### config.mk
export PLATFORM = sky130hd
export DESIGN_NAME = hub75_scan_ctrl
export DESIGN_NICKNAME = d
export VERILOG_FILES = /design/src/rtl/hub75_scan_ctrl.sv
export SDC_FILE = /design/constraint.sdc
export NUM_CORES = 1
export LEC_CHECK = 0
export ABC_AREA = 0
export BUFFER_PORTS_ARGS = -buffer_cell sky130_fd_sc_hd__buf_2
export CORE_ASPECT_RATIO = 0.9
export CORE_MARGIN = 2
export CORE_UTILIZATION = 40
export CTS_BUF_LIST = sky130_fd_sc_hd__clkbuf_4 sky130_fd_sc_hd__clkbuf_8 sky130_fd_sc_hd__clkbuf_16
export CTS_CLUSTER_SIZE = 10
export DETAILED_ROUTE_END_ITERATION = 7
export PLACE_DENSITY = 0.73
export SYNTH_ARGS = -nofsm -noshare
export SYNTH_HDL_FRONTEND = slang
export SYNTH_SLANG_ARGS = --single-unit
### constraint.sdc
create_clock -name r_clk -period 6.41 [get_ports r_clk]
set_clock_uncertainty 0.15 [all_clocks]
set_input_delay 0.9615 -clock r_clk [delete_from_list [all_inputs] [get_ports r_clk]]
set_output_delay 0.9615 -clock r_clk [all_outputs]
set_load 0.02 [all_outputs]
### src/rtl/hub75_scan_ctrl.sv
// HUB75 LED panel scan controller: shifts one half-row bit-plane out of the
// framebuffer, latches it, then shows it for a binary-weighted (BCM) time.
module hub75_scan_ctrl #(
  parameter int N_ROWS_MAX     = 64,
  parameter int N_COLS_MAX     = 256,
  parameter int BITDEPTH_MAX   = 8,
  parameter int CTRL_REG_WIDTH = 32,
  parameter int BCM_BASE       = 16,
  parameter int R_ADDR_WIDTH   = $clog2(N_ROWS_MAX*N_COLS_MAX)-1
) (
  input  logic                              r_clk,
  input  logic                              rst_n,
  input  logic                              ctrl_enable,
  input  logic [CTRL_REG_WIDTH-1:0]         ctrl_n_rows,
  input  logic [CTRL_REG_WIDTH-1:0]         ctrl_n_cols,
  input  logic [CTRL_REG_WIDTH-1:0]         ctrl_bitdepth,
  input  logic                              swap_req,
  output logic                              swap_ack,
  output logic                              fb_r_en,
  output logic                              fb_r_buffer,
  output logic [R_ADDR_WIDTH-1:0]           fb_r_addr,
  output logic [$clog2(BITDEPTH_MAX)-1:0]   fb_r_bit,
  input  logic [5:0]                        fb_r_dout,
  output logic                              hub_clk,
  output logic                              hub_lat,
  output logic                              hub_oe_n,
  output logic [$clog2(N_ROWS_MAX)-2:0]     hub_addr,
  output logic [5:0]                        hub_rgb
);

  localparam int BIT_W   = $clog2(BITDEPTH_MAX);
  localparam int ROW_W   = $clog2(N_ROWS_MAX) - 1;
  localparam int BD_W    = $clog2(BITDEPTH_MAX + 1);
  localparam int COL_W   = $clog2(N_COLS_MAX + 1);
  localparam int HALF_W  = $clog2(N_ROWS_MAX/2 + 1);
  localparam int SHIFT_W = $clog2(2*N_COLS_MAX + 1);
  localparam int DISP_W  = $clog2(BCM_BASE) + BITDEPTH_MAX;
  localparam int CNT_W   = (SHIFT_W > DISP_W) ? SHIFT_W : DISP_W;
  localparam int AI_W    = R_ADDR_WIDTH + 1;

  typedef enum logic [2:0] {IDLE, SHIFT, BLANK, LATCH, DISPLAY} state_t;

  state_t            state_q, state_d;
  logic [CNT_W-1:0]  cnt_q, cnt_d;
  logic [ROW_W-1:0]  row_q, row_d;
  logic [BIT_W-1:0]  bit_q, bit_d;
  logic [AI_W-1:0]   row_base_q, row_base_d;
  logic [HALF_W-1:0] half_q, half_d;
  logic [COL_W-1:0]  cols_q, cols_d;
  logic [BD_W-1:0]   bd_q, bd_d;
  logic              buf_q, buf_d;
  logic              ack_q, ack_d;
  logic [5:0]        rgb_q, rgb_d;
  logic [ROW_W-1:0]  haddr_q, haddr_d;
  logic              arm_q, arm_d;

  logic              ctrl_ok;
  logic [BD_W-1:0]   bd_in;
  logic [CNT_W-1:0]  shift_last;
  logic [CNT_W-1:0]  disp_last;
  logic              last_bit;
  logic              last_row;

  assign ctrl_ok = ctrl_enable && (ctrl_n_rows >= CTRL_REG_WIDTH'(2))
                   && (ctrl_n_cols >= CTRL_REG_WIDTH'(1));
  assign bd_in = (ctrl_bitdepth == '0) ? BD_W'(1) :
                 (ctrl_bitdepth > CTRL_REG_WIDTH'(BITDEPTH_MAX)) ? BD_W'(BITDEPTH_MAX) :
                 BD_W'(ctrl_bitdepth);

  assign shift_last = CNT_W'({cols_q, 1'b0});
  assign disp_last  = (CNT_W'(BCM_BASE) << bit_q) - CNT_W'(1);
  assign last_bit   = (BD_W'(bit_q) + BD_W'(1)) == bd_q;
  assign last_row   = (HALF_W'(row_q) + HALF_W'(1)) == half_q;

  // Strobes decode straight from the async-reset state so OE blanks the
  // instant rst_n falls, without waiting for a clock edge.
  assign fb_r_en     = (state_q == SHIFT) && !cnt_q[0] && (cnt_q != shift_last);
  assign fb_r_addr   = fb_r_en ? R_ADDR_WIDTH'(row_base_q + AI_W'(cnt_q >> 1)) : '0;
  assign fb_r_bit    = bit_q;
  assign fb_r_buffer = buf_q;
  assign hub_clk     = (state_q == SHIFT) && !cnt_q[0] && (cnt_q != '0);
  assign hub_lat     = (state_q == LATCH);
  assign hub_oe_n    = (state_q != DISPLAY);
  assign hub_addr    = haddr_q;
  assign hub_rgb     = rgb_q;
  assign swap_ack    = ack_q;

  always_ff @(posedge r_clk or negedge rst_n) begin
    if (!rst_n) begin
      state_q    <= IDLE;
      cnt_q      <= '0;
      row_q      <= '0;
      bit_q      <= '0;
      row_base_q <= '0;
      half_q     <= '0;
      cols_q     <= '0;
      bd_q       <= '0;
      buf_q      <= 1'b0;
      ack_q      <= 1'b0;
      rgb_q      <= '0;
      haddr_q    <= '0;
      arm_q      <= 1'b0;
    end else begin
      state_q    <= state_d;
      cnt_q      <= cnt_d;
      row_q      <= row_d;
      bit_q      <= bit_d;
      row_base_q <= row_base_d;
      half_q     <= half_d;
      cols_q     <= cols_d;
      bd_q       <= bd_d;
      buf_q      <= buf_d;
      ack_q      <= ack_d;
      rgb_q      <= rgb_d;
      haddr_q    <= haddr_d;
      arm_q      <= arm_d;
    end
  end

  always_comb begin
    state_d    = state_q;
    cnt_d      = cnt_q;
    row_d      = row_q;
    bit_d      = bit_q;
    row_base_d = row_base_q;
    half_d     = half_q;
    cols_d     = cols_q;
    bd_d       = bd_q;
    buf_d      = buf_q;
    ack_d      = 1'b0;
    rgb_d      = rgb_q;
    haddr_d    = haddr_q;
    arm_d      = 1'b1;
    case (state_q)
      IDLE: begin
        // arm_q holds off the first scan until the second edge after reset.
        if (arm_q && ctrl_ok) begin
          state_d    = SHIFT;
          cnt_d      = '0;
          row_d      = '0;
          bit_d      = '0;
          row_base_d = '0;
          half_d     = HALF_W'(ctrl_n_rows >> 1);
          cols_d     = COL_W'(ctrl_n_cols);
          bd_d       = bd_in;
        end
      end
      SHIFT: begin
        if (cnt_q[0]) rgb_d = fb_r_dout;
        if (cnt_q == shift_last) begin
          state_d = BLANK;
          cnt_d   = '0;
        end else begin
          cnt_d = cnt_q + CNT_W'(1);
        end
      end
      BLANK: begin
        if (cnt_q == CNT_W'(1)) begin
          state_d = LATCH;
          cnt_d   = '0;
          haddr_d = row_q;
        end else begin
          cnt_d = cnt_q + CNT_W'(1);
        end
      end
      LATCH: begin
        state_d = DISPLAY;
        cnt_d   = '0;
      end
      DISPLAY: begin
        if (cnt_q == disp_last) begin
          cnt_d = '0;
          if (!last_bit) begin
            bit_d   = bit_q + BIT_W'(1);
            state_d = SHIFT;
          end else if (!last_row) begin
            bit_d      = '0;
            row_d      = row_q + ROW_W'(1);
            row_base_d = row_base_q + AI_W'(cols_q);
            state_d    = SHIFT;
          end else begin
            bit_d      = '0;
            row_d      = '0;
            row_base_d = '0;
            if (swap_req) begin
              buf_d = !buf_q;
              ack_d = 1'b1;
            end
            if (ctrl_ok) begin
              state_d = SHIFT;
              half_d  = HALF_W'(ctrl_n_rows >> 1);
              cols_d  = COL_W'(ctrl_n_cols);
              bd_d    = bd_in;
            end else begin
              state_d = IDLE;
            end
          end
        end else begin
          cnt_d = cnt_q + CNT_W'(1);
        end
      end
      default: state_d = IDLE;
    endcase
  end

endmodule

# == Word-level counts from Yosys, hierarchy flattened ==
# Cells that the tools add are included.
# totals
ff_bits,70
in_bits,106
# classes
addsub,8
magnitude_cmp,3
eq_ne,18
shifts,1
n_mux,53
n_reduce_logical,21
# ops
op,count
case mux 12 bit (5 select lines),1
2-to-1 mux 14 bit,4
2-to-1 mux 12 bit,4
2-to-1 mux 9 bit,5
greater-or-equal comparator 32 x 1 -> 1 bit (second input constant),1
greater-or-equal comparator 32 x 2 -> 1 bit (second input constant),1
greater-than comparator 32 x 4 -> 1 bit (second input constant),1
zero test 32 bit,1
2-to-1 mux 6 bit,5
2-to-1 mux 4 bit,7
case mux 14 bit (2 select lines),1
2-to-1 mux 3 bit,7
2-to-1 mux 5 bit,4
case mux 9 bit (2 select lines),1
case mux 3 bit (5 select lines),1
adder 14 x 9 -> 14 bit,1
adder 13 x 11 -> 13 bit,1
2-to-1 mux 13 bit,1
adder 12 x 1 -> 12 bit (second input constant),1
== test 12 x 1 -> 1 bit (second input constant),1
== test 12 x 10 -> 1 bit,1
== test 12 bit,1
!= test 12 x 10 -> 1 bit,1
!= test 2 bit (second input constant),6
other kinds (29),46

# == Logic depth before layout (Yosys ltp) ==
# logic_depth
depth_word,8
mapped_depth,12
ltp_nobuf,9

# == Worst setup path before layout ==
# OpenSTA, ideal clock, no wires.
# synth_timing
path_kind,reg-to-output
start,register cnt_q[1]
end,output port fb_r_addr[12]
t_arrival_ns,2.349
required_time_ns,5.298
path_slack_ns,2.950
stages_incl_launch_ff,10
cell_sequence,dfrtp_1 ha_1 fa_1 a211oi_1 o21ai_0 a21oi_1 o21ai_0 a41oi_1 xor2_1 nor2_1
# synth_between
elab_chain_len,3
elab_cells_between_ends,4
classes_between,1 x add/sub; 1 x eq/ne; 1 x mux; 1 x reduce/logical
# synth_rtl
element,line_no,source
start: declaration,44,"logic [CNT_W-1:0] cnt_q, cnt_d;"
start signal: assignment,105,cnt_q <= cnt_d;
branches (longest 2 deep; another with adder 13 x 11 -> 13 bit),n/a,
2-to-1 mux 13 bit (*),78,assign fb_r_addr = fb_r_en ? R_ADDR_WIDTH'(row_base_q + AI_W'(cnt_q >> 1)) : '0;
end: declaration,21,"output logic [R_ADDR_WIDTH-1:0] fb_r_addr,"
# Mark *: on every way between the ends.

# == Worst setup path in the final report ==
# Ends and elaborated chain as after synthesis.

==> impl_metrics.json <==
{
  "ant_nets": 0,
  "cts-resized-gates": 0,
  "fp.dieArea_sq_mm": 0.0131,
  "synth-edff-count": 0,
  "fmax_ghz": 0.241,
  "cp_slowest_stage_delay_ns": 0.47,
  "synthFlopType": "dfrtp_1",
  "syn_inst": 529,
  "cp_max_fo": 5,
  "worstSetupPathType": "register to output port",
  "powerDensity_mw_per_mm2": 175,
  "wl_um": 13700,
  "portBuffers": 137,
  "drt_iter0_drc": 241,
  "num_rows": 38,
  "layout_commonest_cell": "buf_2",
  "htree_levels": 3,
  "outcome": "finished clean",
  "clock-sinks": 69,
  "min_period_over_period_pct": 64.6,
  "grt_pass1_wl_um": 22500,
  "critPathLaunch": "cnt_q[1]",
  "rsz0062_at_grt": "false",
  "n_antenna_cell": 0,
  "layout_common_cells": "137 x buf_2, 69 x dfrtp_1, 44 x o21ai_0",
  "synth_top_family_by_area": "simple AND/OR/NAND/NOR gates",
  "critPathBufInv": 1,
  "r2r_end": "state_q[0]",
  "io_pins": 139,
  "fin_tns_setup_ns": 0,
  "timing.rr.start": "fb_r_bit[1]",
  "end_kind": "output port",
  "dp.final_hpwl_um": 10200,
  "synthXorXnorAreaFrac_pct": 6.82,
  "power_mw": 1.05,
  "fin_crit_ns": 4.14,
  "peakVddDrop_mv": 0.143,
  "cts_buffer_depth": 2,
  "syn_to_final_growth_pct": 22.9,
  "cts_buffers": 9,
  "async_reset_ff_share_pct": 100,
  "clk_pin_slew_ns": 0.06,
  "syn_area_per_cell_sq_um": 9.23,
  "drv_slew": 0,
  "fin_ws_ns": 2.27,
  "max-slew-margin-rel_pct": 36.3,
  "wl_per_cell_um": 16.6,
  "p_seq_share_pct": 41.8,
  "worst_pin_slew_ns": 0.948,
  "yosysUniqueCellTypes": 61,
  "worstPathArrival_ns": 3.03,
  "multi_input_area_sq_mm": 0.00296,
  "nFillCells": 1118,
  "synth_warnings": 0,
  "clk_latency_ns": 0.34,
  "finalHoldViolations": 0,
  "clkPwrFrac_pct": 53.0,
  "cellLeakagePower_nw": 2.85,
  "ys_ff_latch": 69,
  "synth_nets": 667,
  "grt_pass1_vias": 4660,
  "synthTopCellsByArea": "dfrtp_1 35%, ha_1 7.7%, o21ai_0 4.5%, mux2_2 4.2%, xor2_1 3.8%",
  "post_route_cells_drive_above_1_share_pct": 29.7,
  "pre_cts_ws_ns": 2.68,
  "die_y_um": 109,
  "cts_tree": "done",
  "yosys.area_share.simple_pct": 21.0,
  "crit_end": "fb_r_addr[12]",
  "reg2reg_setup_slack_ns": 2.84,
  "antenna_found_initial": 0,
  "crit_family": "compound AO/OA/AOI/OAI gates",
  "ff_latch_area_sq_mm": 0.00173,
  "synth_area_sq_mm": 0.00488,
  "gp_congestion": 0.876,
  "critPathLaunchType": "register",
  "internal_power_mw": 0.828,
  "grt_max_degree": 70,
  "cts_setup_buffers": 0,
  "avgViaCountPerCell": 5.61,
  "reg2reg_depth": 9,
  "cts_hold_buf": 0,
  "crit_cells": 10,
  "synth_top_area_cell": "dfrtp_1",
  "synth_mux_area_share_pct": 7.43,
  "dr_total_vias": 4613,
  "grt_overflow": 0,
  "nets": 796,
  "coreArea_sq_mm": 0.0120,
  "seq_area_frac_synth_pct": 35.4,
  "drv_cap": 0,
  "hold_ws_ns": 0.350,
  "synth-compound-area-share_pct": 16.8,
  "swShare_pct": 21.2,
  "initial_utilization_pct": 40.7,
  "first_pass_iters": 5,
  "setup_violations": 0,
  "die_x_um": 120,
  "synthAdderAreaFrac_pct": 8.51,
  "crit_path_top_delay_cell": "dfrtp_1",
  "netlist.area_leader.share_pct": 35.4,
  "combPwrFrac_pct": 5.2,
  "cts-root-buf": "clkbuf_16",
  "grt_use_total_pct": 21.6,
  "hp-class": "register to register",
  "crit_chain": "ha_1 -> fa_1 -> a211oi_1 -> o21ai_0 -> a21oi_1 -> o21ai_0 -> a41oi_1 -> xor2_1 -> nor2_1 -> buf_2",
  "p_sw_mw": 0.223,
  "required_ns": 5.30,
  "remaining_drc_errors": 0,
  "crit_top_cell": "o21ai_0"
}
==> power by group through the flow <==
stage	clock network, mW	logic [mW]	registers [mW]
floorplan	0	0.00569	0.449
global placement	0	0.0541	0.447
detailed placement	0	0.0559	0.447
CTS	0.558	0.0561	0.439
global route	0.581	0.0611	0.439
finish	0.556	0.0550	0.439
==> logic make-up (layout without fill, tap and decap cells) <==
logic type      after synthesis  in the layout
flops                        69             69
compound gates              126            126
simple gates                194            194
buf+inv                      40            174
other cells                   1              1
fa+ha+maj                    32             32
mux                          29             29
xor+xnor                     38             38
==> final cells by class <==
class	instances	area share [%]
Clock buffer	11	4.21
Clock inverter	5	1.38
Inverter	18	1.13
Multi-Input combinational cell	420	49.4
Sequential cell	69	28.8
Tap cell	160	3.34
Timing Repair Buffer	140	11.8
==> how the worst min path moves through the flow <==
stage                         from              to  slack [ns]  depth (start not counted)
finish                 fb_r_buffer     fb_r_buffer        0.35                          1
global route           fb_r_buffer     fb_r_buffer        0.37                          1
CTS                 row_base_q[12]  row_base_q[12]        0.35                          1
detailed placement      hub_rgb[1]      hub_rgb[1]        0.34                          1
global placement       fb_r_buffer     fb_r_buffer        0.30                          1
floorplan           row_base_q[12]  row_base_q[12]        0.31                          1
==> cells in the mapped netlist (7+ instances only) <==
| cell | instances |
|---|---|
| nand2b_1 | 8 |
| nand2_1 | 38 |
| a211oi_1 | 8 |
| mux2_2 | 18 |
| o31ai_1 | 13 |
| clkbuf_1 | 16 |
| inv_1 | 18 |
| ha_1 | 30 |
| nor4_1 | 25 |
| o21ai_0 | 44 |
| nand3_1 | 20 |
| dfrtp_1 | 69 |
| xnor2_1 | 17 |
| nor2_1 | 43 |
| nor3_1 | 14 |
| mux2_4 | 10 |
| xor2_1 | 21 |
| and3_1 | 7 |
| a21oi_1 | 20 |
| a31oi_1 | 12 |
==> through the flow <==
stage / instances / util, % / cell area, sq um
final: 823 / 50.1 / 6000
after global routing: 823 / 50.1 / 6000
after CTS: 823 / 50.1 / 6000
after detailed placement: 807 / 47.3 / 5670
after global placement: 807 / 47.3 / 5670
after floorplan: 529 / - / 4880
==> per-layer routing <==
layer	share of wire (%)	routed length, um	GRT usage, %
met5	0	0	0
met4	1.7	226	7.64
met3	6.7	912	2.82
met2	50	6780	38.9
met1	42	5740	26.6
==> worst register-to-register path, cell delays in order (launching register included) <==
cell and delay (ns):
dfrtp_1 0.52, inv_1 0.13, ha_1 0.29, nor4_4 0.24, xnor2_1 0.10, or4_4 0.55
nor3_4 0.33, o211ai_2 0.42, or4_1 0.64, o311ai_1 0.10
==> flip-flops by register name, summed over array words and instances (netlist names) <==
| signal | count |
|---|---|
| hub_addr | 5 |
| half_q | 6 |
| hub_rgb | 6 |
| row_base_q | 13 |
| arm_q | 1 |
| fb_r_buffer | 1 |
| cnt_q | 12 |
| row_q | 5 |
| cols_q | 9 |
| swap_ack | 1 |
| state_q | 3 |
| bd_q | 4 |
| fb_r_bit | 3 |
Note: power is estimated with default switching activity, not from simulation.
